**src/rtl/scan_pkg.sv**
```systemverilog
// scan_pkg: shared state encoding and widths for the scan sequencer
package scan_pkg;
  typedef enum logic [1:0] {IDLE = 2'd0, BLANK = 2'd1, DRIVE = 2'd2} state_t;
  localparam int PHASE_W = 2;
  localparam int BCNT_W = 4;
endpackage

```
**src/rtl/scan_phase_next.sv**
```systemverilog
// scan_phase_next: next enabled phase above current (circular), with wrap and empty-mask flags
module scan_phase_next
  import scan_pkg::*;
(
  input  logic [PHASE_W-1:0] phase,
  input  logic [3:0]         mask,
  output logic [PHASE_W-1:0] next,
  output logic               wrap,
  output logic               none
);
  // Descending search so the nearest set bit above phase wins; offset 4 re-selects phase itself
  always_comb begin
    next = phase;
    for (int i = 4; i >= 1; i--)
      if (mask[phase + PHASE_W'(i)]) next = phase + PHASE_W'(i);
  end
  assign none = ~|mask;
  assign wrap = !none && next <= phase;
endmodule

```
**src/rtl/scan_sequencer.sv**
```systemverilog
// scan_sequencer: blank/drive phase scanner feeding a 2-to-4 active-low decoder.
// Define SCAN_MASK_EN to add the phase_mask input that skips disabled phases.
module scan_sequencer
  import scan_pkg::*;
#(
  parameter int DWELL_W = 8,
  parameter int BLANK_CYC = 2
) (
  input  logic               clk,
  input  logic               rst,
  input  logic               start,
  input  logic               stop,
  input  logic [DWELL_W-1:0] dwell,
`ifdef SCAN_MASK_EN
  input  logic [3:0]         phase_mask,
`endif
  output logic               en,
  output logic               a,
  output logic               b,
  output logic               busy,
  output logic               wrap
);
  state_t               state;
  logic [BCNT_W-1:0]    bcnt;
  logic [DWELL_W-1:0]   dcnt, dwell_l;
  logic                 stop_pend;
  logic [PHASE_W-1:0]   pn_in, nxt;
  logic                 nwrap, none;
  logic [3:0]           mask;
`ifdef SCAN_MASK_EN
  assign mask = phase_mask;
`else
  assign mask = 4'hF;
`endif
  // From IDLE, searching above phase 3 yields the lowest enabled phase
  assign pn_in = (state == IDLE) ? PHASE_W'(3) : {a, b};
  scan_phase_next u_next (.phase(pn_in), .mask(mask), .next(nxt), .wrap(nwrap), .none(none));
  always_ff @(posedge clk or posedge rst) begin
    if (rst) begin
      state <= IDLE;
      en <= 1'b1;
      {a, b} <= '0;
      busy <= 1'b0;
      wrap <= 1'b0;
      stop_pend <= 1'b0;
      bcnt <= '0;
      dcnt <= '0;
      dwell_l <= '0;
    end else begin
      wrap <= 1'b0;
      case (state)
        IDLE: if (start && !stop && !none) begin
          state <= BLANK;
          busy <= 1'b1;
          {a, b} <= nxt;
          dwell_l <= dwell;
          bcnt <= BCNT_W'(BLANK_CYC - 1);
          stop_pend <= 1'b0;
        end
        BLANK: begin
          stop_pend <= stop_pend | stop;
          if (bcnt == '0) begin
            state <= DRIVE;
            en <= 1'b0;
            dcnt <= dwell_l;
          end else bcnt <= bcnt - 1'b1;
        end
        DRIVE: if (dcnt != '0) begin
          dcnt <= dcnt - 1'b1;
          stop_pend <= stop_pend | stop;
        end else if (stop_pend || stop || none) begin
          state <= IDLE;
          en <= 1'b1;
          {a, b} <= '0;
          busy <= 1'b0;
          stop_pend <= 1'b0;
        end else begin
          state <= BLANK;
          en <= 1'b1;
          {a, b} <= nxt;
          wrap <= nwrap;
          bcnt <= BCNT_W'(BLANK_CYC - 1);
        end
        default: state <= IDLE;
      endcase
    end
  end
endmodule

```
**config.mk**
```make
export PLATFORM = sky130hd
export DESIGN_NAME = scan_sequencer
export DESIGN_NICKNAME = d
export VERILOG_FILES = /design/src/rtl/scan_pkg.sv /design/src/rtl/scan_phase_next.sv /design/src/rtl/scan_sequencer.sv
export SDC_FILE = /design/constraint.sdc
export NUM_CORES = 1
export LEC_CHECK = 0
export CAP_MARGIN = 20
export CORE_MARGIN = 5
export CORE_UTILIZATION = 60
export CTS_CLUSTER_SIZE = 12
export DETAILED_ROUTE_END_ITERATION = 16
export PLACE_DENSITY = 0.81
export SYNTH_ARGS = -nofsm -noshare
export SYNTH_HDL_FRONTEND = slang
export SYNTH_SLANG_ARGS = --single-unit
```
**constraint.sdc**
```tcl
create_clock -name clk -period 3.3 [get_ports clk]
set_input_delay 0.66 -clock clk [delete_from_list [all_inputs] [get_ports clk]]
set_output_delay 0.66 -clock clk [all_outputs]
set_load 0.01 [all_outputs]
```
==> results.sh, run 1 <==
export IMPL_status="completed"
export IMPL_layout_setup_ws_ns=0.939
export IMPL_wl_um=3650
export IMPL_max_clock_freq_mhz=423
export IMPL_reg2reg_depth=6
export IMPL_power_density_nw_per_um2=867
export IMPL_ir_drop_uv=578
export IMPL_fin_area_um2=1890
export IMPL_synth_distinct_cells=53
export IMPL_first_global_vias=1437
export IMPL_grt_max_degree=29
export IMPL_rrSetupSlack_ns=0.94
export IMPL_syn_nets=180
export IMPL_worstMarginPinSlew_ns=0.806
export IMPL_antenna_found_initial=0
export IMPL_die_w_um=62.7
export IMPL_place_ws_ns=0.934
export IMPL_max_cap_violations=0
export IMPL_power_leakage_nw=0.758
export IMPL_fp_row_count=19
export IMPL_avgSynthCellArea_um2=10.5
export IMPL_clock_sinks=28
export IMPL_overflow=0
export IMPL_synth_warnings=0
export IMPL_slowest_delay_ns=0.72
export IMPL_yosysSeqAreaShare_pct=42.1
export IMPL_dieHeight_um=62.7
export IMPL_vias_per_cell=6.42
export IMPL_crit_path_start="state[1]"
export IMPL_synth_edff_count=0
export IMPL_tns_ns=0
export IMPL_rsz0062_at_grt="no"
export IMPL_r2r_end="dcnt[7]"
export IMPL_drv_slew=0
export IMPL_cp_top_family="compound AO/OA/AOI/OAI gates"
export IMPL_fin_util_pct=69.7
export IMPL_syn_instance_count=159
export IMPL_path_max_fanout=10
export IMPL_placed_cell_area_um2=1860
export IMPL_seqPwrFrac_pct=39.0
export IMPL_io_buffer_count=16
export IMPL_hold_violations=0
export IMPL_timing_rr_start="state[1]"
export IMPL_cts_resized=0
export IMPL_stdcell_count=209
export IMPL_pwr_share_comb_pct=51.9
export IMPL_drc=0
export IMPL_holdWs_ns=0.526
export IMPL_ant_nets=0
export IMPL_most_common_layout_cells="27 x dfrtp_1, 16 x clkdlybuf4s50_1, 11 x a21oi_1"
export IMPL_hpwl_um=2610
export IMPL_critPathArrivalTime_ns=2.62
export IMPL_finalCriticalPeriod_ns=2.36
export IMPL_syn_area_um2=1670
export IMPL_p_total_mw=1.64
export IMPL_path_depth=6
export IMPL_path_clk_slew_ns=0.14
export IMPL_crit_path_end_kind="flip-flop"
export IMPL_cts_htree_levels=1
export IMPL_cts_buffers=3
export IMPL_cts_setup_buffers=0
export IMPL_hp_class="reg2reg"
export IMPL_setup_violations=0
export IMPL_dieArea_um2=3930
export IMPL_vias=1342
export IMPL_firstDrtPassIters=6
export IMPL_initial_core_util_pct=61.5
export IMPL_internal_power_mw=0.932
export IMPL_clock_path_buffers=2
export IMPL_fin_skew_ns=0.0163
export IMPL_power_frac_clock_pct=9.1
export IMPL_synth_ff_type="dfrtp_1"
export IMPL_cts_hold_buffers=0
export IMPL_path_cells="inv_1, ha_1, nand4bb_1, a32oi_1, o32ai_1, a21oi_1"
export IMPL_final_common_cell="dfrtp_1"
export IMPL_placed_cells=205
export IMPL_diodes=0
export IMPL_cts_tree="yes"
export IMPL_start_kind="flip-flop"
export IMPL_core_um2=2710
export IMPL_wl_per_cell_um=17.5
export IMPL_critPathKind="reg2reg"
export IMPL_finalCritPeriodShare_pct=71.6
export IMPL_synthArstFlopShare_pct=100
export IMPL_crit_buf_inv=1
export IMPL_ys_ff_latch=28
export IMPL_p_sw_mw=0.706
export IMPL_cts_root_buf="clkbuf_4"
export IMPL_worstPathRequired_ns=3.56
export IMPL_track_usage_pct=20.1
export IMPL_slew_headroom_pct=46.3
export IMPL_cp_slowest_cell="a32oi_1"
export IMPL_syn_to_final_growth_pct=13.3
export IMPL_worstSkewPairLatency_ns=0.34
export IMPL_drt_first_iter_violations=75
export IMPL_grt_pass1_wl_um=6470
export IMPL_switching_share_pct=43.1
export IMPL_crit_path_end="dcnt[7]"
export IMPL_nets=200
export IMPL_gp_congestion=0.830
export IMPL_io_pins=17
export IMPL_drive_gt1_share_pct=18.5
[layout make-up]
class                           count  area (um2)
Clock buffer                        4        26.3
Fill cell                         217         821
Inverter                           10        37.5
Multi-Input combinational cell    118         910
Sequential cell                    28         702
Tap cell                           31        38.8
Timing Repair Buffer               18         175
[flip-flops by register name (all words and copies together), names as in the netlist]
name       cells
dcnt           8
dwell_l        8
bcnt           4
state          2
a              1
b              1
busy           1
en             1
stop_pend      1
wrap           1
[power by group through the flow]
stage	clock network (mW)	logic [mW]	registers, mW
detailed placement	0	0.845	0.641
floorplan	0	0.645	0.607
CTS	0.148	0.852	0.633
global placement	0	0.811	0.624
finish	0.149	0.850	0.639
global route	0.166	0.962	0.659
[layer usage]
metal / share of wire (%) / vias up / GRT usage (%)
met2: 52 / 32 / 36.0
met1: 43 / 665 / 23.7
met4: 1.6 / 0 / 8.22
met3: 3.7 / 7 / 3.24
met5: 0 / - / 0
li1: - / 638 / -
[cells by family after synthesis]
family          synth area share, %
compound gates                 22.5
xor+xnor                      0.525
fa+ha+maj                      6.75
buf+inv                        3.38
flops                          42.1
mux                            7.95
simple gates                   16.8
[worst min-delay path by stage]
| stage | start | end | cells past startpoint |
|---|---|---|---|
| after floorplan | dwell_l[3] | dwell_l[3] | 1 |
| after global placement | dwell_l[3] | dwell_l[3] | 1 |
| after detailed placement | dwell_l[1] | dwell_l[1] | 1 |
| after CTS | dwell_l[1] | dwell_l[1] | 1 |
| after global routing | dwell_l[5] | dwell_l[5] | 1 |
| final | dwell_l[1] | dwell_l[1] | 1 |
[Yosys cell counts (all sizes together), types with 2 or more instances]
library cell,instances,share of area (%)
dfrtp,27,41
a21oi,11,3.3
nand2,11,2.6
mux2,10,6.8
ha,9,6.8
inv,9,2.0
o21ai,7,2.8
nor3,6,1.8
nor2,5,1.1
nand2b,4,1.5
o211ai,4,2.1
a31oi,3,1.1
and3,3,1.3
nor3b,3,1.7
nor4,3,1.1
or2,3,1.1
or3b,3,1.6
a211oi,2,1.2
a21boi,2,1.1
a21o,2,0.90
a32oi,2,1.1
clkbuf,2,0.45
mux2i,2,1.2
o21a,2,0.90
o22ai,2,0.75
o32ai,2,1.1
(Power assumes the default switching activity.)
==> run 2: changes to the inputs <==
--- a/config.mk
+++ b/config.mk
@@ -7,10 +7,10 @@
 export LEC_CHECK = 0
 export CAP_MARGIN = 20
 export CORE_MARGIN = 5
-export CORE_UTILIZATION = 60
+export CORE_UTILIZATION = 56
 export CTS_CLUSTER_SIZE = 12
 export DETAILED_ROUTE_END_ITERATION = 16
-export PLACE_DENSITY = 0.81
+export PLACE_DENSITY = 0.76
 export SYNTH_ARGS = -nofsm -noshare
 export SYNTH_HDL_FRONTEND = slang
 export SYNTH_SLANG_ARGS = --single-unit
==> constraint.sdc (replaced) <==
create_clock -name clk -period 2.45 [get_ports clk]
set_input_delay 0.49 -clock clk [delete_from_list [all_inputs] [get_ports clk]]
set_output_delay 0.49 -clock clk [all_outputs]
set_load 0.01 [all_outputs]
==> run 2 against run 1 <==
Count of clock-buffer cells in the layout unchanged. First-iteration DRC count grew 12%. Maximum frequency up 12%. Die area grew 6.0%. Combinational power grew 38%. Register-to-register slack worse by 0.60 ns. Worst setup slack lost 0.60 ns. Clock skew fell by 0.0054 ns. Critical endpoint is now bcnt[2]. Global-route usage fell by 1.7 points. Utilization fell by 0.94 points. Highest routed layer unchanged.
==> results.sh, run 2 (synthesis gave the netlist of run 1 again) <==
export IMPL_p_sw_mw=0.925
export IMPL_path_max_fanout=6
export IMPL_diodes=0
export IMPL_max_clock_freq_mhz=474
export IMPL_power_frac_clock_pct=10.1
export IMPL_path_clk_slew_ns=0.15
export IMPL_status="completed"
export IMPL_dieHeight_um=64.6
export IMPL_finalCritPeriodShare_pct=86.2
export IMPL_vias_per_cell=6.19
export IMPL_tns_ns=0
export IMPL_path_cells="inv_1, ha_1, or3b_2, o31ai_4, nand2_2, a22o_1"
export IMPL_hpwl_um=2510
export IMPL_nets=204
export IMPL_critPathKind="reg2reg"
export IMPL_drt_first_iter_violations=84
export IMPL_antenna_found_initial=0
export IMPL_top_regs="dcnt x8, dwell_l x8, bcnt x4"
export IMPL_die_w_um=64.6
export IMPL_cts_root_buf="clkbuf_4"
export IMPL_wl_um=3400
export IMPL_pwr_share_comb_pct=52.4
export IMPL_reg2reg_depth=6
export IMPL_start_kind="flip-flop"
export IMPL_ir_drop_uv=606
export IMPL_cp_slowest_cell="or3b_2"
export IMPL_fp_row_count=19
export IMPL_hp_class="in2async"
export IMPL_cp_top_family="simple AND/OR/NAND/NOR gates"
export IMPL_track_usage_pct=18.4
export IMPL_grt_max_degree=29
export IMPL_cts_setup_buffers=0
export IMPL_switching_share_pct=41.4
export IMPL_dieArea_um2=4170
export IMPL_syn_to_final_growth_pct=15.7
export IMPL_setup_violations=0
export IMPL_rsz0062_at_grt="no"
export IMPL_p_total_mw=2.23
export IMPL_core_um2=2810
export IMPL_stdcell_count=213
export IMPL_route_met2_wl_um=1680
export IMPL_place_ws_ns=0.321
export IMPL_fin_util_pct=68.8
export IMPL_wl_per_cell_um=16.0
export IMPL_io_buffer_count=16
export IMPL_internal_power_mw=1.31
export IMPL_first_global_vias=1359
export IMPL_worstSkewPairLatency_ns=0.33
export IMPL_wl_met3_um=55
export IMPL_firstDrtPassIters=4
export IMPL_crit_path_end_kind="flip-flop"
export IMPL_cts_resized=0
export IMPL_io_pins=17
export IMPL_seqPwrFrac_pct=37.5
export IMPL_worstMarginPinSlew_ns=0.503
export IMPL_path_depth=6
export IMPL_drive_gt1_share_pct=20.9
export IMPL_drv_slew=0
export IMPL_finalCriticalPeriod_ns=2.11
export IMPL_crit_buf_inv=1
export IMPL_most_common_layout_cells="27 x dfrtp_1, 16 x clkdlybuf4s50_1, 11 x a21oi_1"
export IMPL_clock_path_buffers=2
export IMPL_cts_hold_buffers=0
export IMPL_overflow=0
export IMPL_initial_core_util_pct=59.5
export IMPL_wl_met1_um=1610
export IMPL_power_density_nw_per_um2=1160
export IMPL_critPathArrivalTime_ns=2.34
export IMPL_gp_congestion=0.810
export IMPL_ant_nets=0
export IMPL_grt_pass1_wl_um=6150
export IMPL_worstPathRequired_ns=2.68
export IMPL_drc=0
export IMPL_hold_violations=0
export IMPL_placed_cells=209
export IMPL_fin_skew_ns=0.0108
export IMPL_slew_headroom_pct=66.4
export IMPL_layout_setup_ws_ns=0.339
export IMPL_cts_htree_levels=1
export IMPL_cts_buffers=3
export IMPL_vias=1318
export IMPL_clock_sinks=28
export IMPL_cts_tree="yes"
export IMPL_highest_layer="met4"
export IMPL_final_common_cell="dfrtp_1"
export IMPL_slowest_delay_ns=0.55
export IMPL_max_cap_violations=0
export IMPL_power_leakage_nw=0.785
run 2: changes by cell type in the layout (fill, tap and decap cells not counted), sizes merged:
cell  previous run  this run
buf              2         6
run 2: layout make-up:
type	instances	area, um2
sequential	28	702
fill	226	876
inverter	10	37.5
tap	31	38.8
timing repair buffer	22	205
multi-input combinational	118	910
clock buffer	4	36.3
run 2: path summary, 6_finish.rpt:
kind                       startpoint         end  slack [ns]
min reg2reg                      busy        busy        0.53
max                           dcnt[0]     bcnt[2]        0.34
min in group clk                 busy        busy        0.53
max reg2reg                   dcnt[0]     bcnt[2]        0.34
max in group asynchronous         rst          en        1.64
min                               rst  dwell_l[0]        0.50
run 2: power groups by stage:
stage,registers [mW],clock network [mW],logic [mW]
floorplan,0.817,0,0.869
global placement,0.840,0,1.13
detailed placement,0.851,0,1.17
CTS,0.839,0.231,1.17
global route,0.872,0.264,1.31
finish,0.838,0.226,1.17
run 2: worst register-to-register path, delay by kind of cell, from the launching register on:
| family | cells | cell delay, ns |
|---|---|---|
| DFF | 1 | 0.43 |
| buffers and inverters | 1 | 0.10 |
| AOI/OAI and AO/OA | 2 | 0.63 |
| adders and majority gates | 1 | 0.16 |
| and+or+nand+nor | 2 | 0.68 |
run 2: routing by layer:
| layer | up-vias | global-route usage (%) |
|---|---|---|
| met1 | 652 | 24.8 |
| met4 | 0 | 5.80 |
| li1 | 643 | - |
| met5 | - | 0 |
| met2 | 16 | 30.9 |
| met3 | 7 | 2.59 |
run 2: stage by stage:
step	cell area (um2)	hold slack [ns]
global placement	1890	0.483
finish	1930	0.500
CTS	1930	0.510
detailed placement	1890	0.497
floorplan	1670	0.474
global route	1930	0.515
==> run 3: changes to the inputs <==
--- a/config.mk
+++ b/config.mk
@@ -5,12 +5,12 @@
 export SDC_FILE = /design/constraint.sdc
 export NUM_CORES = 1
 export LEC_CHECK = 0
-export CAP_MARGIN = 20
 export CORE_MARGIN = 5
 export CORE_UTILIZATION = 56
 export CTS_CLUSTER_SIZE = 12
 export DETAILED_ROUTE_END_ITERATION = 16
-export PLACE_DENSITY = 0.76
+export PLACE_DENSITY = 0.86
 export SYNTH_ARGS = -nofsm -noshare
 export SYNTH_HDL_FRONTEND = slang
+export SYNTH_HIERARCHICAL = 1
 export SYNTH_SLANG_ARGS = --single-unit
==> run 3 against run 2 <==
Final cell count grew 24%. Critical path depth grew 4. Sequential cell count is the same. Synthesized area grew 4.9%. Register-to-register slack lost 0.12 ns. First-iteration DRC count shrank 6.0%. Die area grew 4.1%. Hold slack lost 0.022 ns. Combinational power grew 9%. Clock skew shrank 0.0033 ns. Critical endpoint is now wrap. Highest routed layer unchanged.
==> results.sh, run 3 <==
export IMPL_critPathArrivalTime_ns=2.54
export IMPL_initial_core_util_pct=57.8
export IMPL_hp_class="in2async"
export IMPL_hold_violations=0
export IMPL_fp_row_count=20
export IMPL_status="completed"
export IMPL_timing_rr_start="state[0]"
export IMPL_met1_usage_pct=24.2
export IMPL_nFillCells=249
export IMPL_syn_instance_count=183
export IMPL_io_buffer_count=16
export IMPL_overflow=0
export IMPL_gp_congestion=0.862
export IMPL_most_common_layout_cells="27 x dfrtp_1, 16 x clkdlybuf4s50_1, 16 x conb_1"
export IMPL_worstMarginPinSlew_ns=0.509
export IMPL_cts_htree_levels=1
export IMPL_cts_setup_buffers=0
export IMPL_ys_top_cells_by_count="27 x dfrtp_1, 13 x a21oi_1, 13 x inv_1, 13 x o21ai_0"
export IMPL_syn_area_um2=1750
export IMPL_drv_slew=0
export IMPL_synth_warnings=6
export IMPL_synth_most_common_cell="dfrtp_1"
export IMPL_yosysSeqAreaShare_pct=40.1
export IMPL_cts_hold_buffers=0
export IMPL_wl_um=3550
export IMPL_vias_per_cell=5.60
export IMPL_ant_nets=0
export IMPL_p_total_mw=2.45
export IMPL_crit_path_end_kind="flip-flop"
export IMPL_max_clock_freq_mhz=448
export IMPL_grt_pass1_wl_um=6220
export IMPL_synth_top_cell_by_area="dfrtp_1"
export IMPL_nets=243
export IMPL_synth_distinct_cells=46
export IMPL_cts_buffers=3
export IMPL_top_regs="dcnt x8, dwell_l x8, bcnt x4"
export IMPL_path_clk_slew_ns=0.16
export IMPL_drt_first_iter_violations=79
export IMPL_setup_violations=0
export IMPL_slowest_delay_ns=0.42
export IMPL_synthArstFlopShare_pct=100
export IMPL_netlist_area_leader_share_pct=38.6
export IMPL_io_pins=17
export IMPL_synthTopCellsByArea="dfrtp_1 39%, ha_1 7.2%, mux2_2 5.2%, a21oi_1 3.7%, o21ai_0 3.7%"
export IMPL_drc=0
export IMPL_path_max_fanout=6
export IMPL_synth_edff_count=0
export IMPL_rsz0062_at_grt="no"
export IMPL_grt_max_degree=29
export IMPL_drive_gt1_share_pct=13.2
export IMPL_hpwl_um=2650
export IMPL_avgSynthCellArea_um2=9.56
export IMPL_finalCriticalPeriod_ns=2.23
export IMPL_antenna_found_initial=0
export IMPL_worstPathRequired_ns=2.75
export IMPL_wl_per_cell_um=13.5
export IMPL_firstDrtPassIters=5
export IMPL_power_density_nw_per_um2=1170
export IMPL_max_cap_violations=0
export IMPL_synth_ff_type="dfrtp_1"
export IMPL_die_w_um=65.9
export IMPL_first_global_vias=1399
export IMPL_core_um2=3030
export IMPL_tns_ns=0
export IMPL_clock_sinks=28
export IMPL_met2_usage_pct=29.4
export IMPL_diodes=0
export IMPL_path_cells="inv_1, ha_1, or2_2, inv_1, nand2_1, a21oi_1, ha_1, a21o_1, a21oi_1, and3_1"
export IMPL_ys_ff_latch=28
export IMPL_worstSkewPairLatency_ns=0.35
export IMPL_clock_path_buffers=2
export IMPL_final_common_cell="dfrtp_1"
export IMPL_power_leakage_nw=0.929
export IMPL_fin_skew_ns=0.00753
export IMPL_start_kind="flip-flop"
export IMPL_ir_drop_uv=629
export IMPL_finalCritPeriodShare_pct=91.1
export IMPL_met3_usage_pct=2.89
export IMPL_cts_resized=0
export IMPL_track_usage_pct=18.3
export IMPL_crit_path_start="state[0]"
export IMPL_cts_root_buf="clkbuf_4"
export IMPL_syn_to_final_growth_pct=19.9
export IMPL_cts_tree="yes"
export IMPL_vias=1479
export IMPL_critPathKind="reg2reg"
export IMPL_cp_slowest_cell="dfrtp_1"
export IMPL_slew_headroom_pct=65.2
export IMPL_busiest_layer="met2"
export IMPL_dieArea_um2=4340
export IMPL_dieHeight_um=65.9
run 3: cells by family (layout without fill, tap and decap cells):
group / Yosys count / count (layout) / synth area share (%)
AND/OR/NAND/NOR: 60 / 60 / 20.8
AO/OA/AOI/OAI: 54 / 54 / 19.8
flip-flops: 28 / 28 / 40.1
buffers and inverters: 18 / 40 / 4.43
multiplexers: 12 / 12 / 7.44
adder cells (fa/ha/maj): 10 / 10 / 7.15
other: 1 / 16 / 0.214
run 3: cell type report:
cell class	count	area, um2	share of cell area, %
timing repair buffer	23	213	10.1
clock buffer	3	22.5	1.07
inverter	13	48.8	2.33
multi-input combinational	152	1030	48.9
tap	44	55.1	2.63
sequential	28	702	33.5
clock inverter	1	30.0	1.43
run 3: final timing paths:
kind                                   end  slack (ns)  depth (start not counted)
worst max register to register        wrap        0.22                         10
worst min-delay path               dcnt[3]        0.48                          3
worst min register to register  dwell_l[3]        0.53                          1
min in group clk                dwell_l[3]        0.53                          1
max in group asynchronous               en        1.67                          3
worst max-delay path                  wrap        0.22                         10
run 3: power breakdown:
group / internal, mW / switching [mW] / leakage [nW]
logic: 0.607 / 0.661 / 0.564
clock network: 0.166 / 0.148 / 0.0279
registers: 0.671 / 0.194 / 0.338
run 3: critical path: cells and delay by family (launching register included):
| family | cells | cell delay (ns) |
|---|---|---|
| flops | 1 | 0.42 |
| fa+ha+maj | 2 | 0.51 |
| compound gates | 3 | 0.50 |
| simple gates | 3 | 0.57 |
| buf+inv | 2 | 0.20 |
run 3: metal layers:
metal  wire, um  vias to the layer above  part of all wire (%)
li1           -                      736                     -
met1       1650                      687                    47
met2       1660                       48                    47
met3        188                        8                   5.3
met4         49                        0                   1.4
met5          0                        -                     0
run 3: metrics by stage:
stage | cell area, um2 | utilization, % | hold slack, ns | instances | setup WS, ns
after detailed placement | 2040 | 67.5 | 0.496 | 260 | 0.0408
after CTS | 2100 | 69.3 | 0.510 | 264 | 0.243
after global placement | 2040 | 67.5 | 0.490 | 260 | 0.0971
after floorplan | 1810 | - | 0.467 | 198 | 0.361
after global routing | 2100 | 69.3 | 0.519 | 264 | 0.0900
final | 2100 | 69.3 | 0.477 | 264 | 0.217
